File: config.mk
export PLATFORM = sky130hd
export DESIGN_NAME = load_store_mem_unit
export DESIGN_NICKNAME = d
export VERILOG_FILES = /design/src/rtl/ls_pkg.sv /design/src/rtl/ls_data_align.sv /design/src/rtl/load_store_mem_unit.sv
export SDC_FILE = /design/constraint.sdc
export NUM_CORES = 1
export LEC_CHECK = 0
export ABC_AREA = 1
export CAP_MARGIN = 5
export CORE_MARGIN = 1.5
export CORE_UTILIZATION = 44
export CTS_CLUSTER_SIZE = 10
export DETAILED_ROUTE_END_ITERATION = 8
export PLACE_DENSITY = 0.9
export SKIP_LAST_GASP = 1
export SYNTH_ARGS = -nofsm -noshare
export SYNTH_HDL_FRONTEND = slang
export SYNTH_HIERARCHICAL = 1
export SYNTH_SLANG_ARGS = --single-unit
File: constraint.sdc
create_clock -name clk -period 1.6 [get_ports clk]
set_input_delay 0.32 -clock clk [delete_from_list [all_inputs] [get_ports clk]]
set_output_delay 0.32 -clock clk [all_outputs]
set_load 0.005 [all_outputs]
File: src/rtl/ls_pkg.sv
// Shared opcodes, FSM states and width defaults for the load/store memory stage.
package ls_pkg;

    localparam int LS_DATA_WIDTH = 32;
    localparam int LS_TAG_WIDTH  = 6;

    // Bit 0 of the opcode is the write flag; bit 1 selects byte-sized access.
    typedef enum logic [1:0] {
        LS_LW  = 2'b00,
        LS_SW  = 2'b01,
        LS_LBU = 2'b10,
        LS_SB  = 2'b11
    } ls_op_e;

    typedef enum logic [1:0] {
        IDLE = 2'd0,
        MEM  = 2'd1,
        CDB  = 2'd2
    } ls_state_e;

    function automatic logic ls_is_store(input ls_op_e op);
        return op[0];
    endfunction

endpackage

File: src/rtl/ls_data_align.sv
// Byte-lane steering: byte enables, store-lane replication and load byte
// extraction with zero extension, all keyed by opcode and address low bits.
module ls_data_align
    import ls_pkg::*;
#(
    parameter int DATA_WIDTH = LS_DATA_WIDTH
)(
    input  ls_op_e                i_opcode,
    input  logic [1:0]            i_byte_sel,
    input  logic [DATA_WIDTH-1:0] i_store_data,
    input  logic [DATA_WIDTH-1:0] i_load_word,
    output logic [3:0]            o_be,
    output logic [DATA_WIDTH-1:0] o_wdata,
    output logic [DATA_WIDTH-1:0] o_load_result
);

    logic [7:0] w_load_byte;

    // NOTE: every always_comb output gets a default first so no path can infer a latch.
    always_comb begin
        w_load_byte = 8'h00;
        case (i_byte_sel)
            2'd0:    w_load_byte = i_load_word[7:0];
            2'd1:    w_load_byte = i_load_word[15:8];
            2'd2:    w_load_byte = i_load_word[23:16];
            default: w_load_byte = i_load_word[31:24];
        endcase
    end

    always_comb begin
        o_be          = 4'b1111;
        o_wdata       = i_store_data;
        o_load_result = i_load_word;
        case (i_opcode)
            LS_SB: begin
                o_be    = 4'b0001 << i_byte_sel;
                o_wdata = {(DATA_WIDTH/8){i_store_data[7:0]}};
            end
            LS_LBU: begin
                o_be          = 4'b0001 << i_byte_sel;
                o_load_result = {{(DATA_WIDTH-8){1'b0}}, w_load_byte};
            end
            default: begin
                o_be = 4'b1111;
            end
        endcase
    end

endmodule

File: src/rtl/load_store_mem_unit.sv
// Memory execution stage: pops one issue-queue entry, performs the data-memory
// access, and broadcasts load results on the CDB.
module load_store_mem_unit
    import ls_pkg::*;
#(
    parameter int DATA_WIDTH = LS_DATA_WIDTH,
    parameter int TAG_WIDTH  = LS_TAG_WIDTH
)(
    input  logic                  clk,
    input  logic                  reset,
    input  logic                  issueque_ready,
    input  logic [DATA_WIDTH-1:0] issueque_address,
    input  logic [DATA_WIDTH-1:0] issueque_rs2_data,
    input  logic [TAG_WIDTH-1:0]  issueque_rd_tag,
    input  logic [1:0]            issueque_opcode,
    output logic                  issueblk_done,
    output logic                  mem_req,
    output logic                  mem_we,
    output logic [DATA_WIDTH-1:0] mem_addr,
    output logic [DATA_WIDTH-1:0] mem_wdata,
    output logic [3:0]            mem_be,
    input  logic                  mem_ack,
    input  logic [DATA_WIDTH-1:0] mem_rdata,
    output logic                  cdb_req,
    input  logic                  cdb_grant,
    output logic [TAG_WIDTH-1:0]  cdb_out_tag,
    output logic [DATA_WIDTH-1:0] cdb_out_data,
    output logic                  busy
);

    ls_state_e             r_state;
    ls_state_e             w_next_state;
    ls_op_e                r_opcode;
    logic [DATA_WIDTH-1:0] r_addr;
    logic [DATA_WIDTH-1:0] r_rs2_data;
    logic [DATA_WIDTH-1:0] r_result;
    logic [TAG_WIDTH-1:0]  r_rd_tag;

    logic                  w_accept;
    logic [3:0]            w_be;
    logic [DATA_WIDTH-1:0] w_wdata;
    logic [DATA_WIDTH-1:0] w_load_result;

    // Acceptance and queue pop are the same strobe, so it must be gated by reset too.
    assign w_accept = (r_state == IDLE) && issueque_ready && !reset;

    ls_data_align #(
        .DATA_WIDTH (DATA_WIDTH)
    ) u_align (
        .i_opcode      (r_opcode),
        .i_byte_sel    (r_addr[1:0]),
        .i_store_data  (r_rs2_data),
        .i_load_word   (mem_rdata),
        .o_be          (w_be),
        .o_wdata       (w_wdata),
        .o_load_result (w_load_result)
    );

    // NOTE: state and every latched field use non-blocking assignments and are
    // cleared by reset, so an aborted access leaves nothing behind.
    always_ff @(posedge clk) begin
        if (reset) begin
            r_state    <= IDLE;
            r_opcode   <= LS_LW;
            r_addr     <= '0;
            r_rs2_data <= '0;
            r_rd_tag   <= '0;
            r_result   <= '0;
        end else begin
            r_state <= w_next_state;
            if (w_accept) begin
                r_opcode   <= ls_op_e'(issueque_opcode);
                r_addr     <= issueque_address;
                r_rs2_data <= issueque_rs2_data;
                r_rd_tag   <= issueque_rd_tag;
            end
            if ((r_state == MEM) && mem_ack && !ls_is_store(r_opcode)) begin
                r_result <= w_load_result;
            end
        end
    end

    // Outputs are forced to zero while reset is high, whatever state is registered.
    always_comb begin
        w_next_state  = r_state;
        issueblk_done = 1'b0;
        mem_req       = 1'b0;
        mem_we        = 1'b0;
        mem_addr      = '0;
        mem_wdata     = '0;
        mem_be        = 4'b0000;
        cdb_req       = 1'b0;
        cdb_out_tag   = '0;
        cdb_out_data  = '0;
        busy          = 1'b0;

        case (r_state)
            IDLE: begin
                if (w_accept) begin
                    w_next_state = MEM;
                end
            end
            MEM: begin
                if (mem_ack) begin
                    w_next_state = ls_is_store(r_opcode) ? IDLE : CDB;
                end
            end
            CDB: begin
                if (cdb_grant) begin
                    w_next_state = IDLE;
                end
            end
            default: begin
                w_next_state = IDLE;
            end
        endcase

        if (!reset) begin
            issueblk_done = w_accept;
            busy          = (r_state != IDLE);
            if (r_state == MEM) begin
                mem_req   = 1'b1;
                mem_we    = ls_is_store(r_opcode);
                mem_addr  = {r_addr[DATA_WIDTH-1:2], 2'b00};
                mem_wdata = w_wdata;
                mem_be    = w_be;
            end
            if (r_state == CDB) begin
                cdb_req      = 1'b1;
                cdb_out_tag  = r_rd_tag;
                cdb_out_data = r_result;
            end
        end
    end

endmodule

==> results.md, run 1 <==
- Minimum clock period after layout: 1.886 ns
- Sequential fraction of design power: 42.4%
- Number of buffers added by the clock tree synthesis step: 9
- Clock power share: 32.3%
- Ratio of cells with drive above 1 in the final layout: 27.91%
- GRT Residual Overflow: 0
- Chip Height: 115.4 um
- Sw frac: 29.19%
- Gp weighted congestion: 0.8712
- Design internal power: 4.948 mW
- Share of the yosys chip area belonging to registers: 38.19%
- Highest clock rate: 530.3 MHz
- Maximum fanout encountered on the critical timing path: 6
- # setup viols final: 106
- Setup repair after global routing missed its margin: yes
- Global routing usage summed across all routing layers: 28.18%
- Die span in x: 115.4 um
- Commonest non-fill, non-tap cell in the layout: sky130_fd_sc_hd__nand2_1
- Share of power burned in combinational logic: 25.3%
- Arrival time at the worst endpoint: 1.57 ns
- Area of the mapped netlist: 0.005557 mm2
- Hold path startpoint: reset
- CTS Root Buffer Type: sky130_fd_sc_hd__clkbuf_16
- Data required time at the worst endpoint: 1.28 ns
- Ratio of final minimum period to clock period: 117.9%
- CTS clock-pin slew for the worst setup and hold paths: 0.07 ns
- Smallest hold slack: 0.3162 ns
- Vias per Instance: 4.982
- Wire length reported by the detailed router: 20750 um
- Commonest non-fill, non-tap cells in the layout: sky130_fd_sc_hd__nand2_1 (258), sky130_fd_sc_hd__inv_1 (125), sky130_fd_sc_hd__nor2_1 (114)
- Final cell count without fillers: 1354
- Number of fill cells: 877
- Setup TNS: -17.53 ns
- Ratio of total power to cell area: 760.6 mW/mm2
- Max Root-Sink Buffers: 2
- Violated checks: negative setup slack
- Crit Path Category: flip-flop to primary output
- Count of distinct cell types in the synthesized netlist: 20
- Leakage power of the design: 4.396 nW
- Per-instance average area after synthesis: 5.988 um2
- Outcome: finished with violations
- Number of routed nets with antenna violations: 0
- FP Rows: 40
- Number of I/O port buffers: 217
- Final HPWL DP: 11540 um
- Category of the worst setup path capture point: primary output
- Layout Area Growth over Synthesis: 65.32%
- Number of storage elements in the synthesis netlist: 106
- Largest clock skew in the final design: 0.006459 ns
- Fraction of the core area covered by cells at the end of the flow: 75.54%
- Initial Util: 45.69%
- DRC marker count from the first detailed-route iteration: 719
- Routed length per placed instance: 15.32 um
- Power dissipated by switching net loads: 2.039 mW
- Initial antenna violation count: 0
- Clk_lat worst skew: 0.34 ns
- TritonCTS Sinks: 106
- Path type of the worst min-delay path: input pin to flip-flop
- Post-placement cell count: 1287
- Antenna Cells: 0
- Via count of the first global-routing pass: 6056
- Boundary Pins: 220
- Start of the worst register-to-register path: r_state[0]
- Hold Vio Cnt, Final: 0
- Number of levels in the clock H-tree: 3
- Start point of the critical path: r_state[0]
- Syn. warnings: 6
- Die footprint: 0.01331 mm2
- Wire length of the first global-routing pass: 29060 um
- Cells after Synth: 928
- Number of vias after detailed routing: 6746
- Clock tree from TritonCTS: done
- Largest net degree at the start of global routing: 55
- Net count reported at finish: 1290
- DRC violation count after routing: 0
- Post-layout worst setup margin: -0.2856 ns
- Max Slew Vio Count: 0
- IR Drop Worst-Case VDD: 595.1 uV
- Drt first pass iters: 6
- Max-cap check violation count: 0
- Startpoint types: flip-flop
- Area of the placeable core: 0.01216 mm2
[kinds of logic after synthesis]
family / count (synthesis) / share of synthesized area (%)
other cells: 1 / 0.06749
simple gates: 561 / 40.71
compound gates: 57 / 5.179
flops: 106 / 38.19
buf+inv: 203 / 15.85
[cells in the mapped netlist]
cell type                  instances  area share (%)
sky130_fd_sc_hd__conb_1            1           0.067
sky130_fd_sc_hd__o21ai_0          47             4.2
sky130_fd_sc_hd__dfxtp_1         106              38
sky130_fd_sc_hd__nor2_1          190              13
sky130_fd_sc_hd__nor3_1            6            0.54
sky130_fd_sc_hd__buf_6             3            0.61
sky130_fd_sc_hd__buf_1             1           0.067
sky130_fd_sc_hd__nand2_2           2            0.23
sky130_fd_sc_hd__nand2_1         273              18
sky130_fd_sc_hd__nand3_1          84             7.6
sky130_fd_sc_hd__inv_2             4            0.27
sky130_fd_sc_hd__nor2_4            4            0.81
sky130_fd_sc_hd__nor2_2            1            0.11
sky130_fd_sc_hd__buf_4            14             1.9
sky130_fd_sc_hd__a21oi_1           9            0.81
sky130_fd_sc_hd__buf_2            35             3.2
sky130_fd_sc_hd__clkbuf_1         10            0.68
sky130_fd_sc_hd__nand3_2           1            0.18
sky130_fd_sc_hd__inv_1           136             9.2
sky130_fd_sc_hd__o31ai_1           1            0.14
[power by group through the flow]
stage	Clock [mW]	Combinational, mW	Sequential [mW]
floorplan	0	0.764	2.98
global placement	0	1.33	3.00
detailed placement	0	1.35	3.01
CTS	2.28	1.56	2.95
global route	2.39	1.91	2.98
finish	2.26	1.77	2.96
[registers in the layout (all words and copies together), names as in the netlist]
| name | count |
|---|---|
| r_rd_tag | 6 |
| r_opcode | 2 |
| r_rs2_data | 32 |
| r_result | 32 |
| r_addr | 32 |
| r_state | 2 |
[path summary, 6_finish.rpt]
| path | endpoint | slack (ns) | cells after the start |
|---|---|---|---|
| min reg2reg | r_rs2_data[26] | 0.46 | 2 |
| max | cdb_out_data[20] | -0.29 | 7 |
| max reg2reg | r_addr[27] | 0.05 | 8 |
| min | r_state[1] | 0.32 | 3 |
[area by class of cell]
| type | count | area (um2) | area share [%] |
|---|---|---|---|
| Sequential cell | 106 | 2132 | 23.21 |
| Inverter | 140 | 540.5 | 5.884 |
| Clock buffer | 12 | 246.5 | 2.683 |
| Clock inverter | 4 | 51.30 | 0.5584 |
| Timing Repair Buffer | 304 | 2933 | 31.93 |
| Multi-Input combinational cell | 620 | 3073 | 33.45 |
| Tap cell | 168 | 210.2 | 2.288 |
[per-stage QoR]
step                instance area [um2]  power, mW  setup slack (ns)
floorplan                          5560      3.742            0.1647
global placement                   7986      4.326           -0.5256
detailed placement                 7986      4.356           -0.5614
CTS                                8745      6.796           -0.2373
global route                       9186      7.279           -0.3512
finish                             9186      6.987           -0.2856
[repair_timing]
| item | 4_1_cts | 5_1_grt |
|---|---|---|
| gates cloned | 10 | 7 |
| endpoints found under the setup margin | 182 | 197 |
| pin swaps | 14 | 13 |
| hold buffers | 0 | 0 |
| buffers inserted | 30 | 4 |
| resized for setup | 488 | 124 |
[worst max-delay path, cell delays in order, from the launching register on]
cell                      delay (ns)
sky130_fd_sc_hd__dfxtp_4        0.36
sky130_fd_sc_hd__buf_6          0.11
sky130_fd_sc_hd__nor2_4         0.13
sky130_fd_sc_hd__nand2_4        0.12
sky130_fd_sc_hd__buf_16         0.16
sky130_fd_sc_hd__buf_8          0.13
sky130_fd_sc_hd__nor2_2         0.09
sky130_fd_sc_hd__buf_2          0.12
[routing by layer]
layer  GRT usage [%]  part of all wire (%)  up-vias
li1                -                     -     3253
met3           8.224                   8.8       72
met5               0                     0        -
met2           48.92                    49      362
met4           12.59                   4.0        0
met1           32.05                    38     3059
(Power assumes the default switching activity.)
==> inputs of run 2 (changes only) <==
--- a/config.mk
+++ b/config.mk
@@ -12,6 +12,7 @@
 export CTS_CLUSTER_SIZE = 10
 export DETAILED_ROUTE_END_ITERATION = 8
 export PLACE_DENSITY = 0.9
+export SKIP_CTS_REPAIR_TIMING = 1
 export SKIP_LAST_GASP = 1
 export SYNTH_ARGS = -nofsm -noshare
 export SYNTH_HDL_FRONTEND = slang
==> run 2 against run 1 <==
  * The flow still finishes with violations (negative setup slack)
  * Combinational power shrank 7%
  * Utilization is 3.5 points lower
  * Die area is the same
  * Global-route usage fell by 4.0 points
  * Non-clock buffer count down 23
  * Maximum frequency fell by 1.3%
  * Total power decreased by 1.5%
  * First-iteration DRC count down 9.6%
  * Sequential cell count unchanged
  * Routed wire length decreased by 3.6%
  * Worst setup slack worse by 0.024 ns
  * Highest routed layer unchanged
==> results.md, run 2 (synthesis results as in run 1) <==
- Net count reported at finish: 1267 (-1.8%)
- Startpoint types: flip-flop
- Number of levels in the clock H-tree: 3 (unchanged)
- Initial Util: 45.69% (unchanged)
- Wire length of the first global-routing pass: 25400 um (-13%)
- Outcome: finished with violations
- Antenna Cells: 0 (unchanged)
- IR Drop Worst-Case VDD: 466.9 uV (-22%)
- Number of vias after detailed routing: 6586 (-2.4%)
- CTS Root Buffer Type: sky130_fd_sc_hd__clkbuf_16
- Leakage power of the design: 4.335 nW (-1.4%)
- Die span in x: 115.4 um (unchanged)
- Setup repair after global routing missed its margin: yes
- DRC marker count from the first detailed-route iteration: 650 (-9.6%)
- Start point of the critical path: r_state[0]
- Biggest regs: r_addr: 32 flops, r_result: 32 flops, r_rs2_data: 32 flops
- Max Slew Vio Count: 0 (unchanged)
- Number of routed nets with antenna violations: 0 (unchanged)
- GRT Residual Overflow: 0 (unchanged)
- DRC violation count after routing: 0 (unchanged)
- Post-layout worst setup margin: -0.3098 ns (-0.02418 ns)
- Max Root-Sink Buffers: 2 (unchanged)
- Number of I/O port buffers: 217 (unchanged)
- Ratio of cells with drive above 1 in the final layout: 25.11% (-2.8 points)
- Hold path startpoint: reset
- Via count of the first global-routing pass: 5450 (-10%)
- Global routing usage summed across all routing layers: 24.18% (-4.0 points)
- Clock tree from TritonCTS: done
- Number of buffers added by the clock tree synthesis step: 9 (unchanged)
- Minimum clock period after layout: 1.910 ns (+0.02419 ns)
- Metal2 WL: 9835 um (-3.6%)
- Path type of the worst min-delay path: input pin to flip-flop
- Met3 layer wire length in the routed design: 1947 um (+6.5%)
- Data required time at the worst endpoint: 1.28 ns (about the same)
- Routed length per placed instance: 15.02 um (-2.0%)
- Start of the worst register-to-register path: r_state[0]
- Largest net degree at the start of global routing: 108 (+96%)
- Wire length reported by the detailed router: 19990 um (-3.6%)
- Commonest non-fill, non-tap cells in the layout: sky130_fd_sc_hd__nand2_1 (254), sky130_fd_sc_hd__inv_1 (133), sky130_fd_sc_hd__nor2_1 (125)
- TritonCTS Sinks: 106 (unchanged)
- Die footprint: 0.01331 mm2 (unchanged)
- # setup viols final: 109 (+2.8%)
- Highest clock rate: 523.6 MHz (-1.3%)
- Smallest hold slack: 0.3939 ns (+0.07768 ns)
- Ratio of final minimum period to clock period: 119.4% (+1.5 points)
- Number of fill cells: 943 (+7.5%)
- Violated checks: negative setup slack
- Overall power of the completed layout: 6.882 mW (-1.5%)
- Top layer used by detailed routing: met4
- Final HPWL DP: 11540 um (unchanged)
- CTS clock-pin slew for the worst setup and hold paths: 0.07 ns (about the same)
- Ratio of total power to cell area: 785.1 mW/mm2 (+3.2%)
- Chip Height: 115.4 um (unchanged)
- Category of the worst setup path capture point: primary output
- Max-cap check violation count: 0 (unchanged)
- Area of the placeable core: 0.01216 mm2 (unchanged)
- Commonest non-fill, non-tap cell in the layout: sky130_fd_sc_hd__nand2_1
- Vias per Instance: 4.948 (-0.68%)
- Arrival time at the worst endpoint: 1.59 ns (+0.02 ns)
- Fraction of the core area covered by cells at the end of the flow: 72.08% (-3.5 points)
- DRT met1 WL: 7658 um (-2.9%)
- Boundary Pins: 220 (unchanged)
- Clk_lat worst skew: 0.35 ns (about the same)
- FP Rows: 40 (unchanged)
- Largest clock skew in the final design: 0.006742 ns (+0.0002830 ns)
- Crit Path Category: flip-flop to primary output
- Drt first pass iters: 6 (unchanged)
- Layout Area Growth over Synthesis: 57.76%
- Maximum fanout encountered on the critical timing path: 4 (-2)
- Initial antenna violation count: 0 (unchanged)
- Gp weighted congestion: 0.8712 (unchanged)
- Hold Vio Cnt, Final: 0 (unchanged)
## run 2: cell types whose count changed in the layout (fill, tap and decap cells not counted), moves of 8 or more
cell and delta:
sky130_fd_sc_hd__clkbuf_2 +20, sky130_fd_sc_hd__buf_2 -13, sky130_fd_sc_hd__clkdlybuf4s15_2 -13, sky130_fd_sc_hd__nor2_1 +11, sky130_fd_sc_hd__buf_16 -9, sky130_fd_sc_hd__buf_6 -9
sky130_fd_sc_hd__inv_1 +8, sky130_fd_sc_hd__nor2_4 -8
## run 2: critical path, stage by stage, from the launching register on
cell and delay (ns):
sky130_fd_sc_hd__dfxtp_4 0.38, sky130_fd_sc_hd__inv_2 0.05, sky130_fd_sc_hd__nor2_4 0.13, sky130_fd_sc_hd__nand2_4 0.07, sky130_fd_sc_hd__buf_6 0.13, sky130_fd_sc_hd__buf_4 0.15, sky130_fd_sc_hd__clkbuf_16 0.15, sky130_fd_sc_hd__nor2_1 0.07
sky130_fd_sc_hd__buf_2 0.11
## run 2: worst paths after layout
check                        end  slack, ns  cells after the start
setup / recovery   mem_wdata[15]      -0.31                      8
setup reg to reg       r_addr[8]       0.03                      7
hold reg to reg   r_rs2_data[17]       0.46                      2
hold / removal        r_state[1]       0.39                      3
## run 2: final cells by class
class	instances	area, um2	share of cell area, %
Tap cell	168	210.2	2.398
Sequential cell	106	2135	24.35
Inverter	140	538.0	6.138
Multi-Input combinational cell	620	3015	34.40
Timing Repair Buffer	281	2570	29.32
Clock buffer	12	246.5	2.812
Clock inverter	4	51.30	0.5852
## run 2: power by group
group          internal, mW  switching (mW)  total (mW)
logic                 0.761           0.888        1.65
registers              2.85           0.117        2.96
clock network          1.26            1.01        2.27
## run 2: metrics by stage
| step | cell area, um2 | TNS (ns) | setup WS [ns] | cells |
|---|---|---|---|---|
| 6_report | 8766 | -19.40 | -0.3098 | 1331 |
| 3_5_place_dp | 7986 | -85.86 | -0.5614 | 1287 |
| 4_1_cts | 8284 | -68.73 | -0.6293 | 1303 |
| 3_3_place_gp | 7986 | -82.98 | -0.5256 | 1287 |
| 2_1_floorplan | 5560 | 0 | 0.1647 | 929 |
| 5_1_grt | 8766 | -25.73 | -0.3498 | 1331 |
## run 2: metal layers
metal  vias to the layer above  track usage, %
met5                         -               0
li1                       3212               -
met4                         0           8.148
met3                        49           6.484
met1                      2977           29.06
met2                       348           41.81
